`config.mk`:
```
export PLATFORM = sky130hd
export DESIGN_NAME = fp_addsub_seq
export DESIGN_NICKNAME = d
export VERILOG_FILES = /design/src/rtl/fp_pkg.sv /design/src/rtl/fp_round_pack.sv /design/src/rtl/fp_addsub_seq.sv
export SDC_FILE = /design/constraint.sdc
export NUM_CORES = 1
export LEC_CHECK = 0
export BUFFER_PORTS_ARGS = -buffer_cell sky130_fd_sc_hd__buf_4
export CAP_MARGIN = 0
export CORE_ASPECT_RATIO = 2
export CORE_MARGIN = 2
export CORE_UTILIZATION = 42
export CTS_CLUSTER_SIZE = 14
export DETAILED_ROUTE_END_ITERATION = 10
export GPL_ROUTABILITY_DRIVEN = 0
export GPL_TIMING_DRIVEN = 0
export HOLD_SLACK_MARGIN = 0.12
export PLACE_DENSITY = 0.71
export SYNTH_ARGS = -nofsm -noshare
export SYNTH_HDL_FRONTEND = slang
export SYNTH_SLANG_ARGS = --single-unit
```
`constraint.sdc`:
```
create_clock -name clk -period 5.2 [get_ports clk]
set_clock_uncertainty 0.1 [all_clocks]
set_input_delay 1.04 -clock clk [delete_from_list [all_inputs] [get_ports clk]]
set_output_delay 1.04 -clock clk [all_outputs]
set_load 0.01 [all_outputs]
```
`src/rtl/fp_pkg.sv`:
```
`default_nettype none
// ============================================================================
//  Module      : fp_pkg
//  Description : Shared single-precision floating-point types, constants and
//                operand-unpacking helpers for the FP execution units.
//                Contents:
//                  fp_t            - packed sign / exponent / fraction view
//                  FP_QNAN         - canonical quiet NaN
//                  FP_EXP_MAX      - all-ones exponent field (inf / NaN)
//                  FP_BIAS         - exponent bias
//                  fp_seq_state_t  - sequencer states of the multi-cycle units
//  Revision    : 1.0 - initial release
// ============================================================================
package fp_pkg;

    typedef struct packed {
        logic        sign;
        logic [7:0]  exp;
        logic [22:0] frac;
    } fp_t;

    localparam logic [31:0] FP_QNAN    = 32'h7FC0_0000;
    localparam logic [7:0]  FP_EXP_MAX = 8'hFF;
    localparam int          FP_BIAS    = 127;

    typedef enum logic [2:0] {
        IDLE  = 3'd0,
        ALIGN = 3'd1,
        ADD   = 3'd2,
        NORM  = 3'd3,
        ROUND = 3'd4,
        DONE  = 3'd5
    } fp_seq_state_t;

    // Denormals and zero are read with exponent 1 and no hidden bit, so the
    // alignment distance between a denormal and a normal number is correct.
    function automatic logic [7:0] fp_exp_eff(input fp_t v);
        return (v.exp == 8'd0) ? 8'd1 : v.exp;
    endfunction

    // Working significand: hidden, 23 fraction bits, guard, round, sticky.
    function automatic logic [26:0] fp_sig(input fp_t v);
        return {(v.exp != 8'd0), v.frac, 3'b000};
    endfunction

endpackage
`default_nettype wire

```
`src/rtl/fp_round_pack.sv`:
```
`default_nettype none
// ============================================================================
//  Module      : fp_round_pack
//  Description : Combinational round-to-nearest-even and pack stage.
//                Takes a normalized (or denormal, exponent 1) 27-bit
//                significand {hidden, frac[22:0], G, R, S} and produces the
//                packed single-precision word plus an overflow flag.
//  Ports       : i_sign      result sign
//                i_exp       biased exponent, 10 bits to absorb carries
//                i_sig       27-bit working significand
//                o_result    packed result (signed inf on overflow)
//                o_overflow  exponent reached 255 after rounding
//  Revision    : 1.0 - initial release
// ============================================================================
module fp_round_pack
    import fp_pkg::*;
(
    input  logic        i_sign,
    input  logic [9:0]  i_exp,
    input  logic [26:0] i_sig,
    output fp_t         o_result,
    output logic        o_overflow
);

    logic        w_inc;
    logic [24:0] w_rounded;
    logic [23:0] w_mant;
    logic [9:0]  w_exp;

    always_comb begin
        // Guard set and either above half or odd LSB -> round up.
        w_inc     = i_sig[2] & (i_sig[1] | i_sig[0] | i_sig[3]);
        w_rounded = {1'b0, i_sig[26:3]} + {24'd0, w_inc};

        // A carry out of the mantissa only happens for all-ones + 1, so the
        // dropped bit is always zero.
        if (w_rounded[24]) begin
            w_mant = w_rounded[24:1];
            w_exp  = i_exp + 10'd1;
        end else begin
            w_mant = w_rounded[23:0];
            w_exp  = i_exp;
        end

        o_overflow = (w_exp >= 10'd255);

        if (o_overflow) begin
            o_result = '{sign: i_sign, exp: FP_EXP_MAX, frac: 23'd0};
        end else begin
            // No hidden bit means a denormal (or zero): exponent field is 0.
            // Rounding a denormal up into the hidden bit gives exponent 1.
            o_result = '{sign: i_sign,
                         exp:  w_mant[23] ? w_exp[7:0] : 8'd0,
                         frac: w_mant[22:0]};
        end
    end

endmodule
`default_nettype wire

```
`src/rtl/fp_addsub_seq.sv`:
```
`default_nettype none
// ============================================================================
//  Module      : fp_addsub_seq
//  Description : Multi-cycle IEEE-754 single-precision add/subtract with
//                valid/ready handshakes. One operand pair is accepted in
//                IDLE, then aligned (1 bit/cycle), added, normalized
//                (1 bit/cycle), rounded (RNE) and held in DONE until taken.
//  Ports       : clk, rst    clock, asynchronous active-high reset
//                in_valid    operand pair valid
//                in_ready    high only in IDLE
//                bin_val1    operand A
//                bin_val2    operand B
//                opcode      0 = A+B, 1 = A-B
//                out_valid   result valid (DONE)
//                out_ready   consumer takes the result
//                bin_out     result, stable while out_valid
//                error       NaN operand, inf-inf, or overflow
//  Revision    : 1.0 - initial release
// ============================================================================
module fp_addsub_seq
    import fp_pkg::*;
#(
    parameter int MAX_ALIGN = 27
) (
    input  logic clk,
    input  logic rst,
    input  logic in_valid,
    output logic in_ready,
    input  fp_t  bin_val1,
    input  fp_t  bin_val2,
    input  logic opcode,
    output logic out_valid,
    input  logic out_ready,
    output fp_t  bin_out,
    output logic error
);

    localparam int c_CNT_W = $clog2(MAX_ALIGN + 1);

    fp_seq_state_t        r_state;
    logic                 r_in_ready;
    logic                 r_out_valid;
    logic [31:0]          r_bin_out;
    logic                 r_error;

    logic                 r_x_sign;
    logic                 r_y_sign;
    logic [26:0]          r_x_sig;
    logic [26:0]          r_y_sig;
    logic [9:0]           r_exp;
    logic [c_CNT_W-1:0]   r_cnt;
    logic [27:0]          r_sum;
    logic                 r_res_sign;

    // Operand unpack / swap (used only on the accept edge)
    logic [7:0]           w_a_exp, w_b_exp, w_x_exp, w_y_exp, w_diff;
    logic [26:0]          w_a_sig, w_b_sig, w_x_sig, w_y_sig;
    logic                 w_b_sign, w_x_sign, w_y_sign, w_a_big;
    logic [c_CNT_W-1:0]   w_cnt_load;

    // Special operands
    logic                 w_a_spec, w_b_spec, w_a_nan, w_b_nan, w_special;
    logic [31:0]          w_spec_res;
    logic                 w_spec_err;

    fp_t                  w_packed;
    logic                 w_overflow;

    always_comb begin
        w_a_exp  = fp_exp_eff(bin_val1);
        w_b_exp  = fp_exp_eff(bin_val2);
        w_a_sig  = fp_sig(bin_val1);
        w_b_sig  = fp_sig(bin_val2);
        w_b_sign = bin_val2.sign ^ opcode;

        // X always holds the larger magnitude, so X-Y is never negative.
        w_a_big = ({w_a_exp, w_a_sig} >= {w_b_exp, w_b_sig});
        if (w_a_big) begin
            w_x_exp = w_a_exp; w_x_sig = w_a_sig; w_x_sign = bin_val1.sign;
            w_y_exp = w_b_exp; w_y_sig = w_b_sig; w_y_sign = w_b_sign;
        end else begin
            w_x_exp = w_b_exp; w_x_sig = w_b_sig; w_x_sign = w_b_sign;
            w_y_exp = w_a_exp; w_y_sig = w_a_sig; w_y_sign = bin_val1.sign;
        end

        w_diff     = w_x_exp - w_y_exp;
        w_cnt_load = (32'(w_diff) >= MAX_ALIGN) ? c_CNT_W'(MAX_ALIGN)
                                                : c_CNT_W'(w_diff);

        w_a_spec  = (bin_val1.exp == FP_EXP_MAX);
        w_b_spec  = (bin_val2.exp == FP_EXP_MAX);
        w_a_nan   = w_a_spec && (bin_val1.frac != 23'd0);
        w_b_nan   = w_b_spec && (bin_val2.frac != 23'd0);
        w_special = w_a_spec | w_b_spec;

        if (w_a_nan || w_b_nan || (w_a_spec && w_b_spec && (bin_val1.sign != w_b_sign))) begin
            w_spec_res = FP_QNAN;
            w_spec_err = 1'b1;
        end else if (w_a_spec) begin
            w_spec_res = {bin_val1.sign, FP_EXP_MAX, 23'd0};
            w_spec_err = 1'b0;
        end else begin
            w_spec_res = {w_b_sign, FP_EXP_MAX, 23'd0};
            w_spec_err = 1'b0;
        end
    end

    fp_round_pack u_round_pack (
        .i_sign     (r_res_sign),
        .i_exp      (r_exp),
        .i_sig      (r_sum[26:0]),
        .o_result   (w_packed),
        .o_overflow (w_overflow)
    );

    always_ff @(posedge clk or posedge rst) begin
        if (rst) begin
            r_state     <= IDLE;
            r_in_ready  <= 1'b1;
            r_out_valid <= 1'b0;
            r_bin_out   <= 32'h0;
            r_error     <= 1'b0;
            r_x_sign    <= 1'b0;
            r_y_sign    <= 1'b0;
            r_x_sig     <= '0;
            r_y_sig     <= '0;
            r_exp       <= '0;
            r_cnt       <= '0;
            r_sum       <= '0;
            r_res_sign  <= 1'b0;
        end else begin
            case (r_state)
                IDLE: begin
                    if (in_valid && r_in_ready) begin
                        r_in_ready <= 1'b0;
                        if (w_special) begin
                            r_bin_out   <= w_spec_res;
                            r_error     <= w_spec_err;
                            r_out_valid <= 1'b1;
                            r_state     <= DONE;
                        end else begin
                            r_x_sign <= w_x_sign;
                            r_y_sign <= w_y_sign;
                            r_x_sig  <= w_x_sig;
                            r_y_sig  <= w_y_sig;
                            r_exp    <= {2'b00, w_x_exp};
                            r_cnt    <= w_cnt_load;
                            r_state  <= ALIGN;
                        end
                    end
                end

                ALIGN: begin
                    if (r_cnt == '0) begin
                        r_state <= ADD;
                    end else begin
                        // Bit 0 is sticky: it absorbs everything shifted
                        // past it. After MAX_ALIGN shifts only sticky is left.
                        r_y_sig <= {1'b0, r_y_sig[26:2], r_y_sig[1] | r_y_sig[0]};
                        r_cnt   <= r_cnt - c_CNT_W'(1);
                    end
                end

                ADD: begin
                    if (r_x_sign == r_y_sign) begin
                        r_sum <= {1'b0, r_x_sig} + {1'b0, r_y_sig};
                    end else begin
                        r_sum <= {1'b0, r_x_sig} - {1'b0, r_y_sig};
                    end
                    r_res_sign <= r_x_sign;
                    r_state    <= NORM;
                end

                NORM: begin
                    if (r_sum[27]) begin
                        r_sum   <= {1'b0, r_sum[27:2], r_sum[1] | r_sum[0]};
                        r_exp   <= r_exp + 10'd1;
                        r_state <= ROUND;
                    end else if (r_sum == 28'd0) begin
                        // Exact zero is +0 unless both addends were negative.
                        r_res_sign <= r_x_sign & r_y_sign;
                        r_state    <= ROUND;
                    end else if (r_sum[26]) begin
                        r_state <= ROUND;
                    end else if (r_exp > 10'd1) begin
                        r_sum <= {r_sum[26:0], 1'b0};
                        r_exp <= r_exp - 10'd1;
                    end else begin
                        r_state <= ROUND;
                    end
                end

                ROUND: begin
                    r_bin_out   <= w_packed;
                    r_error     <= w_overflow;
                    r_out_valid <= 1'b1;
                    r_state     <= DONE;
                end

                DONE: begin
                    if (out_ready) begin
                        r_out_valid <= 1'b0;
                        r_in_ready  <= 1'b1;
                        r_state     <= IDLE;
                    end
                end

                default: begin
                    r_out_valid <= 1'b0;
                    r_in_ready  <= 1'b1;
                    r_state     <= IDLE;
                end
            endcase
        end
    end

    assign in_ready  = r_in_ready;
    assign out_valid = r_out_valid;
    assign bin_out   = r_bin_out;
    assign error     = r_error;

endmodule
`default_nettype wire

```
==> impl_metrics.ini, run 1 <==
[run_status]
outcome = completed

[sta]
fin_crit_sh = 0.956
worstMarginPinSlew_ps = 996
fmax_mhz = 201
slew_headroom = 0.330
grt_setup_unrepaired = false
hold_viol = 0
maxSlewViolCount = 0
setup_viol = 0
fin_crit_ps = 4970

[clocking]
clock_latency_ps = 440
cts_buffer_depth = 2
clkTransAtPathRegs_ps = 60
h-tree-depth = 4
clock_sinks = 135
cts_root_buffer = clkbuf_16
numCtsBuffers = 17
cts_tree = built

[route]
drt_pass1_iterations = 6
ant_nets = 0
drt_iter0_markers = 573
viasPerCell = 5.81
post_drt_wl_per_cell_um = 18.2
drt-total-wl_um = 35000
drc = 0
vias = 11200

[final_layout]
register_area_sq_um = 3380
stdcell_area_sq_um = 12800
final_cell_mix = nand2_1, o21ai_0, dfrtp_1, a21oi_1, nor2_1
final_common_cell = nand2_1
finalCoreUtilization = 0.502
nFillCells = 2551
synthToLayoutAreaGrowth_pct = 17.9
drive_above_1_share = 0.114
multi_input_area_sq_um = 6980
final_nets = 1703
diodes = 0

[place]
dpl-instance-area_sq_um = 12100
place_hpwl_um = 28300
numPortBuffers = 103

[min_path]
min_path_type = flop to flop

[flow_run]
max_cap_viol_count = 0

[critical_path]
reg2regPathDepth = 17
worstSetupPathType = input port to flop
r2r_start = r_y_sig[6]
r2r_end = r_sum[25]
cp.required_ps = 5470
cp-start-kind = input port
cp-startpoint = bin_val2[23]
cp_max_fo = 19
cp-endpoint = r_cnt[0]
crit_path_frequent_cell = buf_4
arrival_ps = 5240
critical_path.max_stage_delay_ps = 560
r2r_slack_ps = 360
crit_slowest_cell = or4_1
crit_chain = buf_4 -> or4_1 -> nor2_4 -> nor2_1 -> ha_1 -> nand4_1 -> nor4_4 -> a221oi_2 -> and2_4 -> o21ai_4 -> buf_8 -> clkbuf_8 -> a21oi_2 -> ha_2 -> nand2_1 -> o211a_1 -> or3_4 -> a2111oi_4 -> buf_4 -> a2111oi_2 -> a21oi_1
end_kind = flop

[die]
core-area_sq_um = 25500
start_util = 0.426
die_area_sq_um = 27300
io-pin-count = 104
rows = 83
die_y_um = 232
dieWidth_um = 118

[global_routing]
antenna_found_initial = 0
grt_pass1_wl_um = 55200
grtUsageTotal = 0.256
grt_max_degree = 75
overflow = 0
first_global_vias = 11100

[yosys]
synth.distinct_cells = 79
yosysSeqAreaShare = 0.311
syn-num-nets = 1576
avgSynthCellArea_sq_um = 7.55
netlist_area_sq_um = 10900
ys_ff_latch = 135
synth_edf_count = 0
yosysWarnings = 0
synth_cells = 1441
synth-async-reset-ratio = 1.00
synth-main-ff-cell = dfrtp_1

[power]
p_per_area_nw_per_um2 = 749
ir_drop_uv = 404
leakage_uw = 0.00560
## per-layer routing
metal | share of wire | track usage | vias to the layer above
met5 | 0 | 0 | -
met4 | 0.078 | 0.209 | 0
met3 | 0.038 | 0.0335 | 126
met2 | 0.54 | 0.492 | 393
met1 | 0.35 | 0.237 | 5234
li1 | - | - | 5414
## state kept, by name (all words and copies together), names as in the netlist
register,flops
r_x_sig,24
r_y_sign,1
r_y_sig,27
r_exp,10
bin_out,32
r_cnt,5
error,1
r_x_sign,1
in_ready,1
out_valid,1
r_res_sign,1
r_state,3
r_sum,28
## cell families (layout without fill, tap and decap cells)
family	after synthesis	in the layout	share of synthesized area
fa+ha+maj	66	66	0.0766
compound gates	453	453	0.261
simple gates	552	552	0.230
mux	9	9	0.00851
xor+xnor	74	74	0.0596
buf+inv	152	292	0.0529
flops	135	135	0.311
## power breakdown
part           leakage (uW)  switching [uW]  internal [uW]
sequential          0.00166             452           1560
clock              0.000295             458            779
combinational       0.00364            3700           2650
## area by class of cell
class	count	share of cell area
inverters	63	0.0188
repair buffers	109	0.0654
flip-flops and latches	135	0.264
clock buffers	25	0.0402
multi-input cells	1154	0.544
well taps	340	0.0332
plain buffers	88	0.0278
clock inverters	7	0.00702
## worst min-delay path by stage
stage | start | endpoint | slack (ps) | cells after the start
4_1_cts | bin_out[22] | bin_out[22] | 380 | 2
3_3_place_gp | bin_out[22] | bin_out[22] | 360 | 2
5_1_grt | error | error | 400 | 2
3_5_place_dp | bin_out[22] | bin_out[22] | 360 | 2
6_report | bin_out[22] | bin_out[22] | 370 | 2
2_1_floorplan | r_y_sign | r_y_sign | 350 | 2
## what timing repair did
| action | CTS | global route |
|---|---|---|
| setup buffers | 3 | 2 |
| pin swaps | 3 | 5 |
| hold buffers | 0 | 0 |
| endpoints found under the setup margin | 5 | 3 |
| gates resized for setup | 10 | 4 |
## synthesized netlist by cell type, types with 5 or more instances
library cell | instances | share of area
a211oi_1 | 5 | 0.0035
a21boi_0 | 6 | 0.0041
a21o_1 | 20 | 0.014
a21oi_1 | 133 | 0.061
a221oi_1 | 6 | 0.0048
a222oi_1 | 7 | 0.0064
a22oi_1 | 5 | 0.0035
a31oi_1 | 36 | 0.021
and2_1 | 10 | 0.0058
and3_1 | 12 | 0.0069
clkbuf_1 | 85 | 0.029
dfrtp_1 | 134 | 0.31
ha_1 | 65 | 0.075
inv_1 | 63 | 0.022
mux2i_1 | 7 | 0.0064
nand2_1 | 259 | 0.089
nand2b_1 | 9 | 0.0052
nand3_1 | 30 | 0.014
nand3b_1 | 5 | 0.0035
nand4_1 | 19 | 0.011
nor2_1 | 113 | 0.039
nor2b_1 | 8 | 0.0046
nor3_1 | 25 | 0.012
nor4_1 | 27 | 0.016
o211ai_1 | 13 | 0.0090
o21a_1 | 6 | 0.0041
o21ai_0 | 139 | 0.064
o21bai_1 | 7 | 0.0048
o22a_1 | 11 | 0.0089
o31ai_1 | 9 | 0.0062
or2_2 | 6 | 0.0035
or3_1 | 9 | 0.0052
or4_1 | 8 | 0.0055
xnor2_1 | 50 | 0.040
xor2_1 | 24 | 0.019
## metrics by stage
step	setup TNS (ps)	worst slack, ps	hold slack [ps]	std cells	total power, uW
after floorplan	0	28.4	354	1441	6660
after global placement	-142570	-1040	356	1884	8100
after detailed placement	-4110	-1050	363	1885	8280
after CTS	0	130	376	1919	9540
after global routing	0	38.4	401	1921	10400
final	0	230	368	1921	9600
## worst max-delay path: cells and delay by family
family / cells / cell delay, ps
buffers and inverters: 4 / 690
adders and majority gates: 2 / 520
AOI/OAI and AO/OA: 7 / 1260
and+or+nand+nor: 8 / 1700
(Power assumes the default switching activity.)
==> run 2: changes to the inputs <==
CORE_ASPECT_RATIO = not set   (was 2)
==> run 2 against run 1 <==
  * Global-route usage fell by 1.0 points
  * Wire length decreased by 7.1%
  * Sequential share of layout area is 0.12 points higher
  * Critical path type unchanged
  * Combinational power grew 0.8%
  * Via count fell by 1.6%
  * First-iteration DRC count is 81% higher
  * Setup slack worse by 11 ps
  * Critical endpoint is now r_cnt[2]
  * Utilization rose by 0.20 points
  * Hold slack worse by 0.57 ps
  * Count of clock-buffer cells in the layout decreased by 7
  * Largest power group unchanged
  * Total power rose by 0.83%
  * Design area down 0.46%
  * Highest routed layer unchanged
==> impl_metrics.ini, run 2 (synthesis gave the netlist of run 1 again) <==
[run_status]
outcome = completed

[critical_path]
cp.required_ps = 5470
end_kind = flop
worstSetupPathType = input port to flop
cp_max_fo = 28
crit_buf_inv = 2
critical_path.max_stage_delay_ps = 570
cp_top_family = simple AND/OR/NAND/NOR gates
arrival_ps = 5250
crit_chain = buf_4 -> or4_1 -> nor2_4 -> nor2_1 -> ha_1 -> nand4_1 -> nor4_4 -> a221oi_2 -> and2_4 -> o21ai_4 -> clkbuf_8 -> a21oi_1 -> ha_1 -> or4_1 -> a22oi_2 -> a2111oi_4 -> a2111oi_2 -> a21o_1
cp-start-kind = input port
crit_slowest_cell = or4_1

[clocking]
cts_root_buffer = clkbuf_16
numCtsBuffers = 17
clock_latency_ps = 430
cts_buffer_depth = 2
clock_sinks = 135
clkTransAtPathRegs_ps = 60
cts_tree = built
h-tree-depth = 4

[final_layout]
final_cell_mix = nand2_1, o21ai_0, dfrtp_1, a21oi_1, nor2_1
stdcell_area_sq_um = 12800
diodes = 0
final_nets = 1699
synthToLayoutAreaGrowth_pct = 17.4
drive_above_1_share = 0.112
final_common_cell = nand2_1
largest_register_ffs = 32

[die]
start_util = 0.429
die_y_um = 165
dieWidth_um = 165
rows = 58
io-pin-count = 104
die_area_sq_um = 27200
core-area_sq_um = 25300

[sta]
maxSlewViolCount = 0
slew_headroom = 0.278
setup_viol = 0
fin_crit_sh = 0.958
fmax_mhz = 201
holdWs_ps = 368
grt_setup_unrepaired = false
worstMarginPinSlew_ps = 1070
fin_crit_ps = 4980
hold_viol = 0

[route]
post_drt_wl_per_cell_um = 17.1
ant_nets = 0
vias = 11000
drt-total-wl_um = 32600
viasPerCell = 5.76
drc = 0
drt_iter0_markers = 1035
drt_pass1_iterations = 6

[power]
p_per_area_nw_per_um2 = 758
ir_drop_uv = 341
leakage_uw = 0.00556

[flow_run]
max_cap_viol_count = 0

[global_routing]
grt_pass1_wl_um = 53200
antenna_found_initial = 0
first_global_vias = 10300
grtUsageTotal = 0.246
grt_max_degree = 97
overflow = 0

[place]
numPortBuffers = 103
place_hpwl_um = 25800
dpl-instance-area_sq_um = 12100

[min_path]
min_path_type = flop to flop
run 2: changes by cell type in the layout (fill, tap and decap cells not counted), sizes merged:
cell | previous run | this run
clkbuf | 108 | 101
clkinv | 3 | 1
buf | 114 | 110
inv | 63 | 69
clkinvlp | 2 | 5
run 2: stage by stage:
stage | setup WS [ps] | util | TNS, ps | power, uW | instances
3_5_place_dp | -1060 | 0.479 | -4020 | 8300 | 1875
6_report | 218 | 0.504 | 0 | 9680 | 1907
3_3_place_gp | -1010 | 0.477 | -137490 | 8150 | 1874
2_1_floorplan | 28.4 | - | 0 | 6660 | 1441
4_1_cts | 7.51 | 0.503 | 0 | 9590 | 1907
5_1_grt | 13.5 | 0.504 | 0 | 10600 | 1907
run 2: routing by layer:
| layer | vias up | track usage | part of all wire |
|---|---|---|---|
| li1 | 5402 | - | - |
| met1 | 5038 | 0.336 | 0.45 |
| met2 | 513 | 0.401 | 0.46 |
| met3 | 36 | 0.0477 | 0.077 |
| met4 | 0 | 0.0652 | 0.015 |
| met5 | - | 0 | 0 |
run 2: final timing paths:
path	to	slack [ps]	cells past startpoint	from
worst max-delay path	r_cnt[2]	220	18	bin_val2[27]
worst min-delay path	error	370	2	error
worst max register to register	r_sum[27]	440	16	r_y_sig[6]
worst min register to register	error	370	2	error
max in group asynchronous	r_x_sig[22]	3730	3	rst
min in group asynchronous	r_exp[3]	490	2	rst
run 2: area by class of cell:
cell class | count | area, sq um
clock inverters | 14 | 164
clock buffers | 18 | 439
plain buffers | 87 | 342
flip-flops and latches | 135 | 3380
multi-input cells | 1154 | 6970
inverters | 63 | 241
fillers | 2464 | 12600
repair buffers | 106 | 816
well taps | 330 | 413
run 2: report_power, final:
group,switching (uW),internal [uW]
clock network,517,731
registers,469,1560
logic,3750,2660
run 2: worst min-delay path: stages (launching register included):
cell and delay, ps:
dfrtp_1 340, nand2_1 50, nand2_1 50
run 2: what timing repair did:
item                                    CTS  global route
resized for setup                         4             7
buffers inserted                          1             1
pin swaps                                 1             4
endpoints found under the setup margin    5             6
hold buffers                              0             0
==> run 3: changes to the inputs <==
SYNTH_HIERARCHICAL = 1   (was not set)
clock period = 4.7 ns   (was 5.2 ns; I/O delays follow)
==> run 3 against run 2 <==
  * Total power increased by 10%
  * Setup slack worse by 53 ps
  * Sequential power rose by 18%
  * Wire length shrank 0.25%
  * Flip-flop and latch count unchanged
  * Non-clock buffer count decreased by 6
  * Hold slack better by 26 ps
  * Sequential share of layout area shrank 0.47 points
  * Global-route usage fell by 0.50 points
  * Critical path depth up 2
  * Largest power group unchanged
==> impl_metrics.ini, run 3 <==
[place]
place_hpwl_um = 25200
dpl-instance-area_sq_um = 12200
numPortBuffers = 103

[route]
drt_iter0_markers = 969
drt_pass1_iterations = 7
vias = 10800
ant_nets = 0
drc = 0
drt-total-wl_um = 32500
viasPerCell = 5.81
post_drt_wl_per_cell_um = 17.4

[critical_path]
cp_top_family = compound AO/OA/AOI/OAI gates
cp.required_ps = 4900
cp-start-kind = flop
r2r_end = r_sum[27]
r2r_slack_ps = 170
critical_path.max_stage_delay_ps = 410
reg2regPathDepth = 20
r2r_start = r_y_sig[0]
crit_buf_inv = 1
cp_max_fo = 7
crit_slowest_cell = dfrtp_1
arrival_ps = 4730
crit_chain = inv_2 -> ha_2 -> nand2_1 -> or3_1 -> or2_2 -> or3_4 -> o21ai_1 -> xnor2_1 -> ha_2 -> a21o_1 -> a21o_1 -> a21oi_1 -> o21bai_1 -> a21oi_2 -> o21a_1 -> a311oi_2 -> o21a_1 -> o21ai_1 -> mux2i_1 -> a221o_1
cp.depth = 20
worstSetupPathType = flop to flop
end_kind = flop

[yosys]
synth.area.top_cells = dfrtp_1, ha_1, o21ai_0, a21oi_1, nand2_1
synth-main-ff-cell = dfrtp_1
yosysSeqAreaShare = 0.310
synth_top_area_frac = 0.307
synth_cells = 1387
avgSynthCellArea_sq_um = 7.87
netlist_area_sq_um = 10900
synth-async-reset-ratio = 1.00
synth_most_common_cell = nand2_1
synth.distinct_cells = 78
ys_top_cells_by_count = nand2_1, nor2_1, o21ai_0
synth_edf_count = 0
syn-num-nets = 1523
yosysTopAreaCell = dfrtp_1
ys_ff_latch = 135
yosysWarnings = 6

[power]
ir_drop_uv = 362
leakage_uw = 0.00570
power_uw = 10700
p_per_area_nw_per_um2 = 819

[flow_run]
max_cap_viol_count = 0

[die]
start_util = 0.424
dieWidth_um = 165
die_area_sq_um = 27300
core-area_sq_um = 25800
die_y_um = 165
io-pin-count = 104
rows = 59

[final_layout]
final_common_cell = nand2_1
stdcell_area_sq_um = 13000
largest_register_ffs = 32
finalCoreUtilization = 0.505
synthToLayoutAreaGrowth_pct = 19.1
diodes = 0
final_nets = 1650
drive_above_1_share = 0.134
final_cell_mix = nand2_1, nor2_1, o21ai_0, dfrtp_1, a21oi_1
nFillCells = 2443

[sta]
fin_crit_ps = 4530
maxSlewViolCount = 0
fin_crit_sh = 0.965
fmax_mhz = 221
grt_setup_unrepaired = false
worstMarginPinSlew_ps = 1060
setup_viol = 0
slew_headroom = 0.287
hold_viol = 0
fin_tns_setup_ps = 0
holdWs_ps = 394

[clocking]
clkTransAtPathRegs_ps = 60
cts_tree = built
clock_latency_ps = 420
clock_sinks = 135
cts_root_buffer = clkbuf_16
numCtsBuffers = 17
holdBufCountCts = 0
cts_buffer_depth = 2
h-tree-depth = 4

[min_path]
min_path_type = flop to flop
min_from = out_valid
hold_end = out_valid
hold-path-cell-count = 2

[global_routing]
grt_pass1_wl_um = 52300
first_global_vias = 10100
grtUsageTotal = 0.241
grt_max_degree = 91
overflow = 0
antenna_found_initial = 0

[run_status]
outcome = completed
## run 3: timing repair
action,CTS,global route
setup buffers,6,1
setup endpoints to repair,22,27
pin swaps,7,6
endpoints found under the hold margin,0,0
resized for setup,13,18
## run 3: cell families (layout without fill, tap and decap cells)
logic type,count (synthesis),count (layout),share of synthesized area
flops,135,135,0.310
buf+inv,144,284,0.0524
fa+ha+maj,67,67,0.0775
compound gates,442,442,0.256
mux,39,39,0.0361
simple gates,488,488,0.210
xor+xnor,72,72,0.0578
## run 3: how the worst max path moves through the flow
| stage | start | end | slack, ps |
|---|---|---|---|
| 2_1_floorplan | bin_val2[23] | r_cnt[0] | 10 |
| 3_3_place_gp | rst | r_y_sig[25] | -1540 |
| 3_5_place_dp | bin_val2[23] | r_cnt[0] | -720 |
| 4_1_cts | bin_val2[23] | r_cnt[3] | 5 |
| 5_1_grt | bin_val2[24] | r_cnt[4] | 1 |
| 6_report | r_y_sig[0] | r_sum[27] | 170 |
## run 3: metrics by stage
stage          std cells  setup slack [ps]
6_report            1862               166
5_1_grt             1862              1.50
4_1_cts             1863              5.27
3_5_place_dp        1826              -721
3_3_place_gp        1825             -1540
2_1_floorplan       1387              11.2
## run 3: worst register-to-register path, cell delays in order, from the launching register on
cell and delay [ps]:
dfrtp_1 410, inv_2 100, ha_2 210, nand2_1 80, or3_1 330, or2_2 330
or3_4 380, o21ai_1 180, xnor2_1 150, ha_2 340, a21o_1 190, a21o_1 170
a21oi_1 220, o21bai_1 110, a21oi_2 180, o21a_1 150, a311oi_2 60, o21a_1 200
o21ai_1 150, mux2i_1 100, a221o_1 290
## run 3: where the power goes
group	internal [uW]	switching (uW)	total, uW
registers	1700	696	2400
logic	2860	3850	6710
clock network	1000	540	1540
total	5570	5080	10700
## run 3: area by class of cell
| type | instances | area, sq um | area share |
|---|---|---|---|
| repair buffers | 111 | 866 | 0.0666 |
| clock inverters | 14 | 245 | 0.0189 |
| flip-flops and latches | 135 | 3380 | 0.260 |
| inverters | 65 | 249 | 0.0191 |
| well taps | 335 | 419 | 0.0322 |
| multi-input cells | 1108 | 7090 | 0.545 |
| clock buffers | 18 | 429 | 0.0330 |
| plain buffers | 76 | 327 | 0.0251 |
## run 3: layer usage
metal / routed length, um / track usage / vias to the layer above
met3: 1990 / 0.0315 / 65
met4: 824 / 0.0783 / 0
met1: 14700 / 0.331 / 5026
met5: 0 / 0 / -
met2: 14900 / 0.395 / 428
li1: - / - / 5299
